===== src/rtl/cam_cmd_master.sv =====
// cam_cmd_master: initiator for the CAM read/write/search ports.
// It takes one command at a time, pulses the matching CAM enable for one
// cycle and waits CAM_LAT cycles for read/search results. It then holds one
// response until it is consumed.
// Optional build macro CAM_CMD_STATS_EN adds saturating search hit/miss counters.
//
// Handshake: a transfer happens on a rising clk_i edge where valid and ready
// are both 1. Valid never waits on ready. Payload stays stable while valid is
// high and ready is low. cmd_ready_o depends only on FSM state and reset, never
// on cmd_valid_i.
module cam_cmd_master #(
    parameter int IDX_W   = 5,
    parameter int DATA_W  = 32,
    parameter int CAM_LAT = 1
) (
    input  logic              clk_i,
    input  logic              rst_i,
    input  logic              cmd_valid_i,
    output logic              cmd_ready_o,
    input  logic [1:0]        cmd_op_i,
    input  logic [IDX_W-1:0]  cmd_index_i,
    input  logic [DATA_W-1:0] cmd_data_i,
    output logic              cam_read_enable_o,
    output logic [IDX_W-1:0]  cam_read_index_o,
    output logic              cam_write_enable_o,
    output logic [IDX_W-1:0]  cam_write_index_o,
    output logic [DATA_W-1:0] cam_write_data_o,
    output logic              cam_search_enable_o,
    output logic [DATA_W-1:0] cam_search_data_o,
    input  logic              cam_read_valid_i,
    input  logic [DATA_W-1:0] cam_read_value_i,
    input  logic              cam_search_valid_i,
    input  logic [IDX_W-1:0]  cam_search_index_i,
    output logic              rsp_valid_o,
    input  logic              rsp_ready_i,
    output logic [1:0]        rsp_op_o,
    output logic              rsp_hit_o,
    output logic [DATA_W-1:0] rsp_data_o,
    output logic              rsp_err_o,
    output logic [1:0]        dbg_state_o
`ifdef CAM_CMD_STATS_EN
    ,
    output logic [15:0]       stat_hits_o,
    output logic [15:0]       stat_misses_o
`endif
);

    localparam logic [1:0] ST_IDLE  = 2'd0;
    localparam logic [1:0] ST_ISSUE = 2'd1;
    localparam logic [1:0] ST_WAIT  = 2'd2;
    localparam logic [1:0] ST_RESP  = 2'd3;

    localparam logic [1:0] OP_READ    = 2'd0;
    localparam logic [1:0] OP_WRITE   = 2'd1;
    localparam logic [1:0] OP_SEARCH  = 2'd2;
    localparam logic [1:0] OP_ILLEGAL = 2'd3;

    // The WAIT counter runs from CAM_LAT-1 down to 0. CAM_LAT is at most 7.
    localparam logic [2:0] LAT_LOAD = 3'(CAM_LAT - 1);

    logic [1:0]        state;
    logic [1:0]        op_q;
    logic [IDX_W-1:0]  index_q;
    logic [DATA_W-1:0] data_q;
    logic [2:0]        cnt_q;
    logic              rsp_hit_q;
    logic              rsp_err_q;
    logic [DATA_W-1:0] rsp_data_q;
    logic              issue;
    logic              cmd_fire;

    // Gate the state decodes with rst_i. This drops enables and handshakes
    // in the same cycle reset is asserted.
    assign issue       = rst_i && (state == ST_ISSUE);
    assign cmd_ready_o = rst_i && (state == ST_IDLE);
    assign rsp_valid_o = rst_i && (state == ST_RESP);
    assign cmd_fire    = cmd_valid_i && cmd_ready_o;

    assign cam_read_enable_o   = issue && (op_q == OP_READ);
    assign cam_write_enable_o  = issue && (op_q == OP_WRITE);
    assign cam_search_enable_o = issue && (op_q == OP_SEARCH);
    assign cam_read_index_o    = cam_read_enable_o   ? index_q : '0;
    assign cam_write_index_o   = cam_write_enable_o  ? index_q : '0;
    assign cam_write_data_o    = cam_write_enable_o  ? data_q  : '0;
    assign cam_search_data_o   = cam_search_enable_o ? data_q  : '0;

    assign rsp_op_o    = op_q;
    assign rsp_hit_o   = rsp_hit_q;
    assign rsp_data_o  = rsp_data_q;
    assign rsp_err_o   = rsp_err_q;
    assign dbg_state_o = state;

    // Command FSM: accept, issue one enable, wait for the result, and hold the response.
    always_ff @(posedge clk_i) begin
        if (!rst_i) begin
            state      <= ST_IDLE;
            op_q       <= '0;
            index_q    <= '0;
            data_q     <= '0;
            cnt_q      <= '0;
            rsp_hit_q  <= 1'b0;
            rsp_err_q  <= 1'b0;
            rsp_data_q <= '0;
        end else begin
            case (state)
                ST_IDLE: begin
                    if (cmd_fire) begin
                        op_q       <= cmd_op_i;
                        index_q    <= cmd_index_i;
                        data_q     <= cmd_data_i;
                        rsp_hit_q  <= 1'b0;
                        rsp_data_q <= '0;
                        rsp_err_q  <= (cmd_op_i == OP_ILLEGAL);
                        state      <= (cmd_op_i == OP_ILLEGAL) ? ST_RESP : ST_ISSUE;
                    end
                end
                ST_ISSUE: begin
                    if (op_q == OP_WRITE) begin
                        rsp_hit_q <= 1'b1;
                        state     <= ST_RESP;
                    end else begin
                        cnt_q <= LAT_LOAD;
                        state <= ST_WAIT;
                    end
                end
                ST_WAIT: begin
                    if (cnt_q == 3'd0) begin
                        if (op_q == OP_READ) begin
                            rsp_hit_q  <= cam_read_valid_i;
                            rsp_data_q <= cam_read_valid_i ? cam_read_value_i : '0;
                        end else begin
                            rsp_hit_q  <= cam_search_valid_i;
                            rsp_data_q <= cam_search_valid_i ? DATA_W'(cam_search_index_i) : '0;
                        end
                        state <= ST_RESP;
                    end else begin
                        cnt_q <= cnt_q - 3'd1;
                    end
                end
                ST_RESP: begin
                    if (rsp_ready_i) begin
                        state <= ST_IDLE;
                    end
                end
                default: state <= ST_IDLE;
            endcase
        end
    end

`ifdef CAM_CMD_STATS_EN
    logic search_rsp_fire;
    assign search_rsp_fire = rsp_valid_o && rsp_ready_i && (op_q == OP_SEARCH);

    // Count search hits and misses when their responses are consumed. Each count holds at all-ones.
    always_ff @(posedge clk_i) begin
        if (!rst_i) begin
            stat_hits_o   <= '0;
            stat_misses_o <= '0;
        end else if (search_rsp_fire) begin
            if (rsp_hit_q) begin
                if (stat_hits_o != 16'hFFFF) stat_hits_o <= stat_hits_o + 16'd1;
            end else begin
                if (stat_misses_o != 16'hFFFF) stat_misses_o <= stat_misses_o + 16'd1;
            end
        end
    end
`endif

endmodule


===== config.mk =====
export PLATFORM = sky130hd
export DESIGN_NAME = cam_cmd_master
export DESIGN_NICKNAME = d
export VERILOG_FILES = /design/src/rtl/cam_cmd_master.sv
export SDC_FILE = /design/constraint.sdc
export NUM_CORES = 1
export LEC_CHECK = 0
export BUFFER_PORTS_ARGS = -buffer_cell sky130_fd_sc_hd__buf_2
export CAP_MARGIN = 5
export CORE_MARGIN = 2
export CORE_UTILIZATION = 33
export DETAILED_ROUTE_END_ITERATION = 6
export HOLD_SLACK_MARGIN = 0.03
export PLACE_DENSITY = 0.66
export RECOVER_POWER = 25
export SYNTH_ARGS = -nofsm -noshare
export SYNTH_HDL_FRONTEND = slang
export SYNTH_SLANG_ARGS = --single-unit

===== constraint.sdc =====
create_clock -name clk_i -period 3 [get_ports clk_i]
set_clock_uncertainty 0.05 [all_clocks]
set_input_delay 0.15 -clock clk_i [delete_from_list [all_inputs] [get_ports clk_i]]
set_output_delay 0.15 -clock clk_i [all_outputs]
set_load 0.02 [all_outputs]

== After elaboration in Yosys (flattened, before gate mapping) ==
Cells that the tools add are included.
W data, S select, Z words.
Storage, ports and cells
  bits in registers: 78
  input port bits: 82
  word-level logic and storage cells: 63
Cells by class
  $add $sub $neg: 1
  equal/unequal tests: 12
  mux-type cells: 24
  reduce and logical (&&, ||, !) cells: 18
Operators with widths (count)
  $mux W32: 6
  $pmux W32 S2: 1
  $mux W5: 3
  $ne A2 B2 Y1 const B: 5
  $reduce_and A3 Y1: 3
  $eq A2 B2 Y1 const B: 4
  $mux W2: 4
  $pmux W2 S4: 1
  $logic_and A1 B1 Y1: 7
  $mux W3: 2
  $pmux W3 S2: 1
  $mux W1: 5
  $eq A2 B1 Y1 const B: 2
  $logic_not A2 Y1: 2
  $reduce_and A4 Y1: 1
  $reduce_bool A2 Y1: 2
  $logic_not A3 Y1: 1
  $pmux W1 S3: 1
  $reduce_bool A3 Y1: 1
  $sub A3 B1 Y3 const B: 1
  $ne A2 B1 Y1 const B: 1
  $reduce_and A2 Y1: 1

== Depth between registers and ports, before layout ==
Gate-level depths: netlist of run 1.
  depth in word-level cells: 5
  mapped depth: 9
  depth with buffers taken out: 7

== Worst setup path after synthesis of run 1 ==
No wires, ideal clock.
  kind: flip-flop to output port
  start point: reg state[0], in the netlist dbg_state_o[0]
  end point: out cam_search_data_o[22]
  arrival time: 1.876 ns
  setup slack: 0.924 ns
  stages on the path, launching flop included: 6
  buffers on the path: 1
  cell sequence: dfxtp_1 -> ha_1 -> nand2_1 -> nor3b_1 -> clkbuf_1 -> and2_1
Between the ends
  word-level cells in the longest chain between the ends: 4
Ends and longest elaborated chain
  from (decl): RTL line 61  | logic [1:0] state;
  from (signal assigned): RTL line 114  | state <= (cmd_op_i == OP_ILLEGAL) ? ST_RESP : ST_ISSUE;
  $eq A2 B1 Y1: RTL line 74  | assign issue = rst_i && (state == ST_ISSUE);
  $logic_and A1 B1 Y1: RTL line 74
  $logic_and A1 B1 Y1: RTL line 81  | assign cam_search_enable_o = issue && (op_q == OP_SEARCH);
  via cam_search_enable_o: RTL line 28  | output logic cam_search_enable_o,
  $mux W32: RTL line 85  | assign cam_search_data_o = cam_search_enable_o ? data_q : '0;
  to (decl): RTL line 29  | output logic [DATA_W-1:0] cam_search_data_o,
The timed path passes the listed nets, and every way through them passes these cells.

== Worst setup path after layout of run 1 ==
  start point: reg state[1], in the netlist dbg_state_o[1]
  end point: out cam_write_index_o[4]
Between the ends
  word-level cells in the longest chain between the ends: 4
Ends and longest elaborated chain
  $eq A2 B1 Y1: RTL line 74
  $logic_and A1 B1 Y1: RTL line 74
  $logic_and A1 B1 Y1: RTL line 80  | assign cam_write_enable_o = issue && (op_q == OP_WRITE);
  $mux W5: RTL line 83  | assign cam_write_index_o = cam_write_enable_o ? index_q : '0;
  to (decl): RTL line 26  | output logic [IDX_W-1:0] cam_write_index_o,
Every way passes these cells.

==> metrics, run 1 <==
status=complete, no violations; Final setup viols=0; I/O pins=between 150 and 200; RSZ-0062 raised after global routing=false; PortBufs=about 200; Rel. slew slack=0.1551; reg2reg setup slack=560 ps; Setup CP Type=reg2out; gr usage total=0.1847; Yosys warning total=0; reg-to-reg startpoint=dbg_state_o[0]; first-pass detailed-route iteration total=4; Post-Route WL=11630 um; total gr overflow=0; CP required=between 2000 and 3000 ps; Routed wire per std cell=13.57 um; min cycle time layout=2451 ps; max-cap viol count=0; cell area after placement=roughly 4800 um^2; # fillers=between 1000 and 1500; clk slew on worst S/H paths=about 80 ps; H-tree levels=3; CTS tree=yes; Worst R2R End=rsp_data_o[4]; crit path capture=cam_write_index_o[4]; FMAX=408.1 MHz; critical-path maximum fanout=26; net count after synthesis=560; worst path arrival time=~2300 ps; post-CTS setup buffers=0; Die Width=approximately 110 um; Remaining DRCs=0; Final Hold Fails=0; share of cells above drive strength 1=0.2608; Seq/Total Area, Yosys=0.4239; DIE AREA=approximately 12000 um^2; Via density=4.695; worst min path class=in2reg; number of CTS-inserted buffers=9; clk_lat worst skew=around 340 ps; Final #Nets=around 800; Slew Viols, Final=0; Clock Tree Buf Depth=2; global-route wire length before repair=17630 um; P&R area growth vs syn=52.79%; Leak=roughly 2.5 nW; period utilisation layout=0.8169; area occupied by registers=1562 um^2; Final Cell Area=roughly 5600 um^2; total power=3.382 mW; vias in the first global route=3749; Synth Instances=470; root buf cell=clkbuf_8; via count=approximately 4000; Core Util, Final=0.5169; PD cells=roughly 600 nW/um^2; Max VDD drop=roughly 0.00047 V; DP Wirelength=roughly 8000 um; Worst-Margin Slew=between 1000 and 1500 ps; number of distinct library cells after synthesis=37; initial core utilization=0.3383; CP Launch Point=dbg_state_o[1]; number of clock sinks=78; cell taking the most area after synthesis=dfxtp_1; antenna cells=0; Routability Congestion=around 0.83; Vert. Die Dim=109.7 um; CP Launch Type=register; core area=approximately 11000 um^2; Worst setup EP type=primary output; Row Count=38; Starting DRT DRC Count=202; Routed Antenna Nets=0; R2R cell count=6; synth top area cells=dfxtp_1 (42%), and2_1 (13%), nand2_1 (12%), o21ai_0 (6.1%), a21boi_0 (5.3%); PostCTS Resize Cnt=0; setup TNS=0 ps; maximum number of pins on one net before global-route repair=45; area of the mapped netlist=between 3000 and 4000 um^2; area of the multi-input gates=about 1900 um^2; Placed Cells incl. Taps=slightly below 800; initial antenna violation count=0; Avg Synthesized Cell Area=approximately 7.8 um^2; fin cells=roughly 860; Synth top area share=0.4239; FF+latch count, synth=just under 80
[how the worst min path moves through the flow]
stage,startpoint,depth (start not counted),end,slack (ps)
after global routing,cam_read_value_i[27],3,rsp_data_o[27],40
after detailed placement,cmd_data_i[28],3,data_q[28],300
after CTS,cam_read_value_i[27],3,rsp_data_o[27],30
after floorplan,cmd_data_i[0],2,data_q[0],210
final,cam_read_value_i[27],3,rsp_data_o[27],50
after global placement,cmd_data_i[15],3,data_q[15],290
[Yosys cell counts (all sizes together)]
cell     number
nor3          2
nand4         2
a21boi       30
buf          17
a21oi         1
and3          1
inv           5
and2         78
nand2b        3
nand3        32
or2           1
a22oi         5
o21ai        45
o2bb2ai       2
nor2b         6
o211a         1
and4bb        1
nor3b         1
nor2          4
or3           1
clkbuf       20
dfxtp        78
a2111oi       1
ha            8
and2b         1
a21o          1
a311o         1
nand2       115
nand3b        1
o211ai        5
a31o          1
[report_power, final]
part           switching [mW]  internal (mW)  leakage (nW)
logic                   0.689          0.365          1.73
registers               0.125           1.18         0.635
clock network           0.368          0.651         0.128
total                    1.18           2.20          2.50
[registers in the layout (all words and copies together), names as in the netlist]
register	count
data_q	32
rsp_data_o	32
index_q	5
cnt_q	3
dbg_state_o	2
rsp_op_o	2
rsp_err_o	1
rsp_hit_o	1
[placed cells by master, fill, tap and decap left out, drive strengths merged, types with 6 or more instances in the layout]
| cell | netlist | routed |
|---|---|---|
| a21boi | 30 | 30 |
| and2 | 78 | 78 |
| buf | 17 | 165 |
| clkbuf | 20 | 50 |
| dfxtp | 78 | 78 |
| dlygate4sd3 | 0 | 65 |
| ha | 8 | 8 |
| nand2 | 115 | 115 |
| nand3 | 32 | 32 |
| nor2b | 6 | 6 |
| o21ai | 45 | 45 |
[critical path, stage by stage, from the launching register on]
cell     delay, ps
dfxtp_1        380
inv_1          120
ha_1           250
nand2_1        140
nor2_2         460
buf_12         230
and2_1         160
buf_2          170
[through the flow]
step,hold slack (ps),setup slack [ps]
after CTS,31.13,524.4
after floorplan,208.6,923.7
after global placement,294.3,702.2
final,50.18,549.3
after global routing,39.31,311.3
after detailed placement,300.8,581.0
[final cells by class]
type,count,share of cell area
Clock buffer,10,0.02446
Clock inverter,4,0.02134
Inverter,5,0.003335
Multi-Input combinational cell,350,0.3457
Sequential cell,78,0.2775
Tap cell,140,0.03112
Timing Repair Buffer,270,0.2966
[cell families (layout without fill, tap and decap cells)]
family	count (synthesis)	after routing	share of synthesized area
AO/OA/AOI/OAI	93	93	0.1620
adder cells (fa/ha/maj)	8	8	0.02717
buffers and inverters	42	289	0.04993
flip-flops	78	78	0.4239
AND/OR/NAND/NOR	249	249	0.3370
[per-layer routing]
| metal | vias up | GRT usage | wire, um |
|---|---|---|---|
| li1 | 2024 | - | - |
| met3 | 12 | 0.04268 | 803 |
| met2 | 148 | 0.3320 | 5623 |
| met5 | - | 0 | 0 |
| met4 | 0 | 0.05244 | 116 |
| met1 | 1840 | 0.2186 | 5085 |
[timing repair]
item	4_1_cts	5_1_grt
hold buffers	65	0
endpoints found under the hold margin	65	0
endpoints found under the setup margin	0	0
(Power assumes the default switching activity.)
==> run 2, diff against run 1 <==
- PLACE_DENSITY: 0.66 -> 0.68
- clock period: 3 -> 2.16 ns (I/O delays scaled with it)
==> run 2 against run 1 <==
Effect of this change:
- clock power rose by 21%
- global-route usage rose by 0.81 points
- non-clock buffer count rose by 8
- design area rose by 1.1%
- core utilization rose by 0.56 points
- worst setup slack got worse by 410 ps
- total power rose by 37%
- critical path type unchanged
- largest power group unchanged
==> metrics, run 2 (synthesized netlist as in run 1, its figures left out) <==
CP required=approximately 2000 ps; Setup CP Type=reg2out; initial core utilization=0.3383; total gr overflow=0; area of the multi-input gates=just under 2000 um^2; initial antenna violation count=0; fin worst setup slack=~140 ps; total power=approximately 4.6 mW; Hold Crit Depth=2; PortBufs=198; Vert. Die Dim=roughly 110 um; first-pass detailed-route iteration total=5; DP Wirelength=7618 um; status=complete, no violations; commonest non-fill, non-tap cells in the layout=buf_2 (162), nand2_1 (114), and2_1 (78), dfxtp_1 (75), dlygate4sd3_1 (66); R2R cell count=7; I/O pins=roughly 200; Clock Tree Buf Depth=2; cell area after placement=slightly below 5000 um^2; Remaining DRCs=0; share of cells above drive strength 1=0.2834; P&R area growth vs syn=54.45%; Final Cell Area=~5700 um^2; Final #Nets=a little over 800; Final Hold Fails=0; max-cap viol count=0; Max VDD drop=~0.00058 V; Die Width=about 110 um; Via density=between 4 and 5; area occupied by registers=roughly 1600 um^2; clk_lat worst skew=~350 ps; worst path arrival time=1870 ps; number of CTS-inserted buffers=9; CTS tree=yes; maximum number of pins on one net before global-route repair=81; number of clock sinks=78; Worst-Margin Slew=703.0 ps; setup TNS=0 ps; PD cells=817.3 nW/um^2; worst min path class=in2reg; gr usage total=0.1928; Final setup viols=0; Routed Antenna Nets=0; RSZ-0062 raised after global routing=false; most common cell after layout, fill and taps aside=buf_2; period utilisation layout=0.9372; core area=about 11000 um^2; Post-Route WL=12020 um; DIE AREA=between 10000 and 15000 um^2; Final Hold Slack=just over 90 ps; critical-path maximum fanout=11; Slew Viols, Final=0; CP Launch Type=register; Starting DRT DRC Count=approximately 260; via count=a little over 4000; Place WS=74.66 ps; Row Count=38; root buf cell=clkbuf_8; Routed wire per std cell=~14 um; antenna cells=0; # fillers=between 1000 and 1500; vias in the first global route=3885; Leak=around 2.5 nW; clk slew on worst S/H paths=90 ps; Rel. slew slack=0.5313; Routability Congestion=roughly 0.84; Worst setup EP type=primary output; global-route wire length before repair=between 15000 and 20000 um; FMAX=approximately 490 MHz; min cycle time layout=~2000 ps; H-tree levels=3
==> run 2: cell count changes in the layout (fill, tap and decap cells not counted), moves of 2 or more <==
cell       previous run  this run
buf_2               158       162
buf_6                 0         4
buf_4                 5         8
clkbuf_1             40        37
dfxtp_1              78        75
dfxtp_2               0         3
bufinv_16             4         2
inv_6                 0         2
==> run 2: final timing paths <==
| check | slack (ps) | endpoint | from |
|---|---|---|---|
| setup / recovery | 140 | cam_search_data_o[18] | dbg_state_o[1] |
| hold reg to reg | 410 | rsp_data_o[9] | rsp_data_o[9] |
| setup reg to reg | 150 | rsp_data_o[1] | dbg_state_o[0] |
| hold / removal | 90 | rsp_data_o[3] | rst_i |
==> run 2: routing by layer <==
layer | vias up | wire length (um) | GRT usage
met5 | - | 0 | 0
met2 | 177 | 6040 | 0.3585
met3 | 23 | 879 | 0.03675
met1 | 1886 | 4825 | 0.2118
li1 | 2046 | - | -
met4 | 0 | 273 | 0.08318
==> run 2: metrics by stage <==
stage / std cells / util
3_5_place_dp: 782 / 0.4409
5_1_grt: 867 / 0.5225
3_3_place_gp: 782 / 0.4409
2_1_floorplan: 470 / -
6_report: 867 / 0.5225
4_1_cts: 867 / 0.5259
==> run 2: critical path, stage by stage (launching register included) <==
cell	delay, ps
dfxtp_2	370
inv_2	90
ha_4	150
nand2_2	90
nor3b_4	170
buf_4	170
buf_6	150
and2_1	150
buf_2	170
==> run 2: layout make-up <==
type,count,share of cell area
tap,140,0.03079
clock inverter,6,0.01649
clock buffer,10,0.02243
inverter,5,0.003299
multi-input combinational,350,0.3462
sequential,78,0.2751
timing repair buffer,278,0.3057
==> run 2: repair_timing <==
item | CTS | global route
cloned | 2 | 0
hold buffers | 66 | 0
pin swaps | 1 | 0
hold endpoints to repair | 67 | 0
setup endpoints to repair | 44 | 69
setup buffers | 1 | 0
gates resized for setup | 8 | 7
==> run 2: power breakdown <==
part / switching (mW) / internal [mW]
Sequential: 0.179 / 1.65
Combinational: 0.990 / 0.605
Clock: 0.564 / 0.662
==> run 3, diff against run 2 <==
- ABC_AREA: default -> 1
- PLACE_DENSITY: 0.68 -> default
==> run 3 against run 2 <==
Effect of this change:
- non-clock buffer count down 34
- worst setup slack improved by 7.8 ps
- die area increased by 2.0%
- largest cell class unchanged
==> metrics, run 3 <==
Synth top area share=0.4154; antenna cells=0; Rel. slew slack=0.5681; Remaining DRCs=0; Worst setup EP type=primary output; Final Cell Area=5494 um^2; post-CTS setup buffers=0; FF+latch count, synth=78; CP max stage cell=dfxtp_1; FMAX=495.9 MHz; number of clock sinks=78; H-tree levels=3; synth top area cells=dfxtp_1 (42%), nand2_1 (16%), nor2_1 (15%), o21ai_0 (7.5%), inv_1 (6.8%); maximum number of pins on one net before global-route repair=78; Routability Congestion=0.8580; via count=between 4000 and 5000; DIE AREA=about 12000 um^2; worst path arrival time=1860 ps; top-count cell post-synth=nand2_1; Final #Nets=~910; core area=about 11000 um^2; min cycle time layout=between 2000 and 2500 ps; crit-path max cell delay=roughly 320 ps; max-cap viol count=0; global-route wire length before repair=roughly 19000 um; Synth Instances=590; DP Wirelength=8146 um; crit-path cells=inv_1, ha_2, nand2_1, nor2_1, inv_1, nor2_1, buf_2; CP required=about 2000 ps; Max VDD drop=approximately 0.00052 V; period utilisation layout=0.9337; total power=about 5.5 mW; number of CTS-inserted buffers=9; PortBufs=198; Setup CP Type=reg2out; clk slew on worst S/H paths=60 ps; cell taking the most area after synthesis=dfxtp_1; Seq/Total Area, Yosys=0.4154; Final setup viols=0; area of the mapped netlist=3759 um^2; status=complete, no violations; Crit path max-delay family=simple AND/OR/NAND/NOR gates; share of cells above drive strength 1=0.2396; Leak=2.603 nW; Avg Synthesized Cell Area=~6.4 um^2; Die Width=around 110 um; initial antenna violation count=0; Core Util, Final=0.5002; gr usage total=0.1866; Routed Antenna Nets=0; Row Count=38; Primary FF master, synth=dfxtp_1; CTS tree=yes; Final Hold Slack=around 49 ps; Final Hold Fails=0; CP Launch Type=register; most common cell after layout, fill and taps aside=buf_2; Post-Route WL=11560 um; initial core utilization=0.3422; Slew Viols, Final=0; Starting DRT DRC Count=around 340; I/O pins=roughly 200; PD cells=roughly 1000 nW/um^2; EDFF count, synth=0; Via density=around 4.5; fin worst setup slack=about 140 ps; top cells by count, synth=nand2_1 (158), nor2_1 (150), dfxtp_1 (78), inv_1 (68), o21ai_0 (56); FFs w/ async S/R, synth=0; root buf cell=clkbuf_16; net count after synthesis=680; Clock Tree Buf Depth=2; Worst-Margin Slew=647.9 ps; vias in the first global route=about 4200; WP buf/inv=3; number of distinct library cells after synthesis=26; Routed wire per std cell=roughly 12 um; commonest non-fill, non-tap cells in the layout=buf_2 (159), nand2_1 (158), nor2_1 (151), dfxtp_1 (77), inv_1 (67); clk_lat worst skew=~330 ps; worst min path class=in2reg; cell area after placement=4848 um^2; total gr overflow=0; Place WS=around 260 ps; Yosys warning total=0; P&R area growth vs syn=46.17%; first-pass detailed-route iteration total=4; critical-path maximum fanout=5; Vert. Die Dim=between 100 and 150 um
-- run 3: cell types whose count changed in the layout (fill, tap and decap cells not counted), moves of 9 or more --
cell,previous run,this run
nand3_1,32,13
o21ai_0,45,56
nor2_1,3,151
inv_1,4,67
a21oi_1,1,12
dlygate4sd3_1,66,39
a21boi_0,26,0
and2_1,78,0
nand2_1,114,158
clkbuf_16,0,9
-- run 3: per-layer routing --
layer  routed length (um)  GRT usage  share of wire  vias up
li1                     -          -              -     2225
met1                 5222     0.2269           0.45     1907
met2                 5159     0.3117           0.45      180
met3                  943    0.05796          0.082       18
met4                  230    0.06583          0.020        0
met5                    0          0              0        -
-- run 3: layout make-up --
type | instances | area, um^2
Fill cell | 1127 | 5489
Multi-Input combinational cell | 409 | 1769
Sequential cell | 78 | 1563
Timing Repair Buffer | 244 | 1401
Inverter | 73 | 274.0
Clock buffer | 10 | 239.0
Tap cell | 140 | 175.2
Clock inverter | 4 | 72.57
-- run 3: worst paths after layout --
kind / from / end / slack [ps] / cells after the start
setup / recovery: dbg_state_o[1] / cam_read_index_o[2] / 140 / 7
hold / removal: cam_read_value_i[11] / rsp_data_o[11] / 50 / 5
setup reg to reg: dbg_state_o[0] / rsp_err_o / 230 / 7
hold reg to reg: rsp_data_o[2] / rsp_data_o[2] / 420 / 2
-- run 3: through the flow --
| stage | TNS (ps) | cells |
|---|---|---|
| floorplan | 0 | 590 |
| global placement | 0 | 905 |
| detailed placement | 0 | 905 |
| CTS | 0 | 958 |
| global route | -10.38 | 958 |
| finish | 0 | 958 |
-- run 3: tightest hold or removal path, stage by stage --
cell and delay [ps]:
buf_2 90, nand2_1 50, nand2_1 50, nand2_1 50, nor2_1 30
-- run 3: power by group --
group | total, mW | switching (mW) | internal (mW)
combinational | 1.91 | 1.29 | 0.625
sequential | 1.98 | 0.197 | 1.78
clock | 1.59 | 0.565 | 1.03
total | 5.49 | 2.05 | 3.44
-- run 3: cells by family after synthesis --
kind of cell | synth area share
AO/OA/AOI/OAI | 0.09488
adder cells (fa/ha/maj) | 0.02663
buffers and inverters | 0.1152
flip-flops | 0.4154
AND/OR/NAND/NOR | 0.3479
-- run 3: what timing repair did --
item | 4_1_cts | 5_1_grt
gates resized for setup | 1 | 2
endpoints found under the hold margin | 39 | 0
pin swaps | 0 | 1
hold buffers | 39 | 0
setup endpoints to repair | 6 | 32
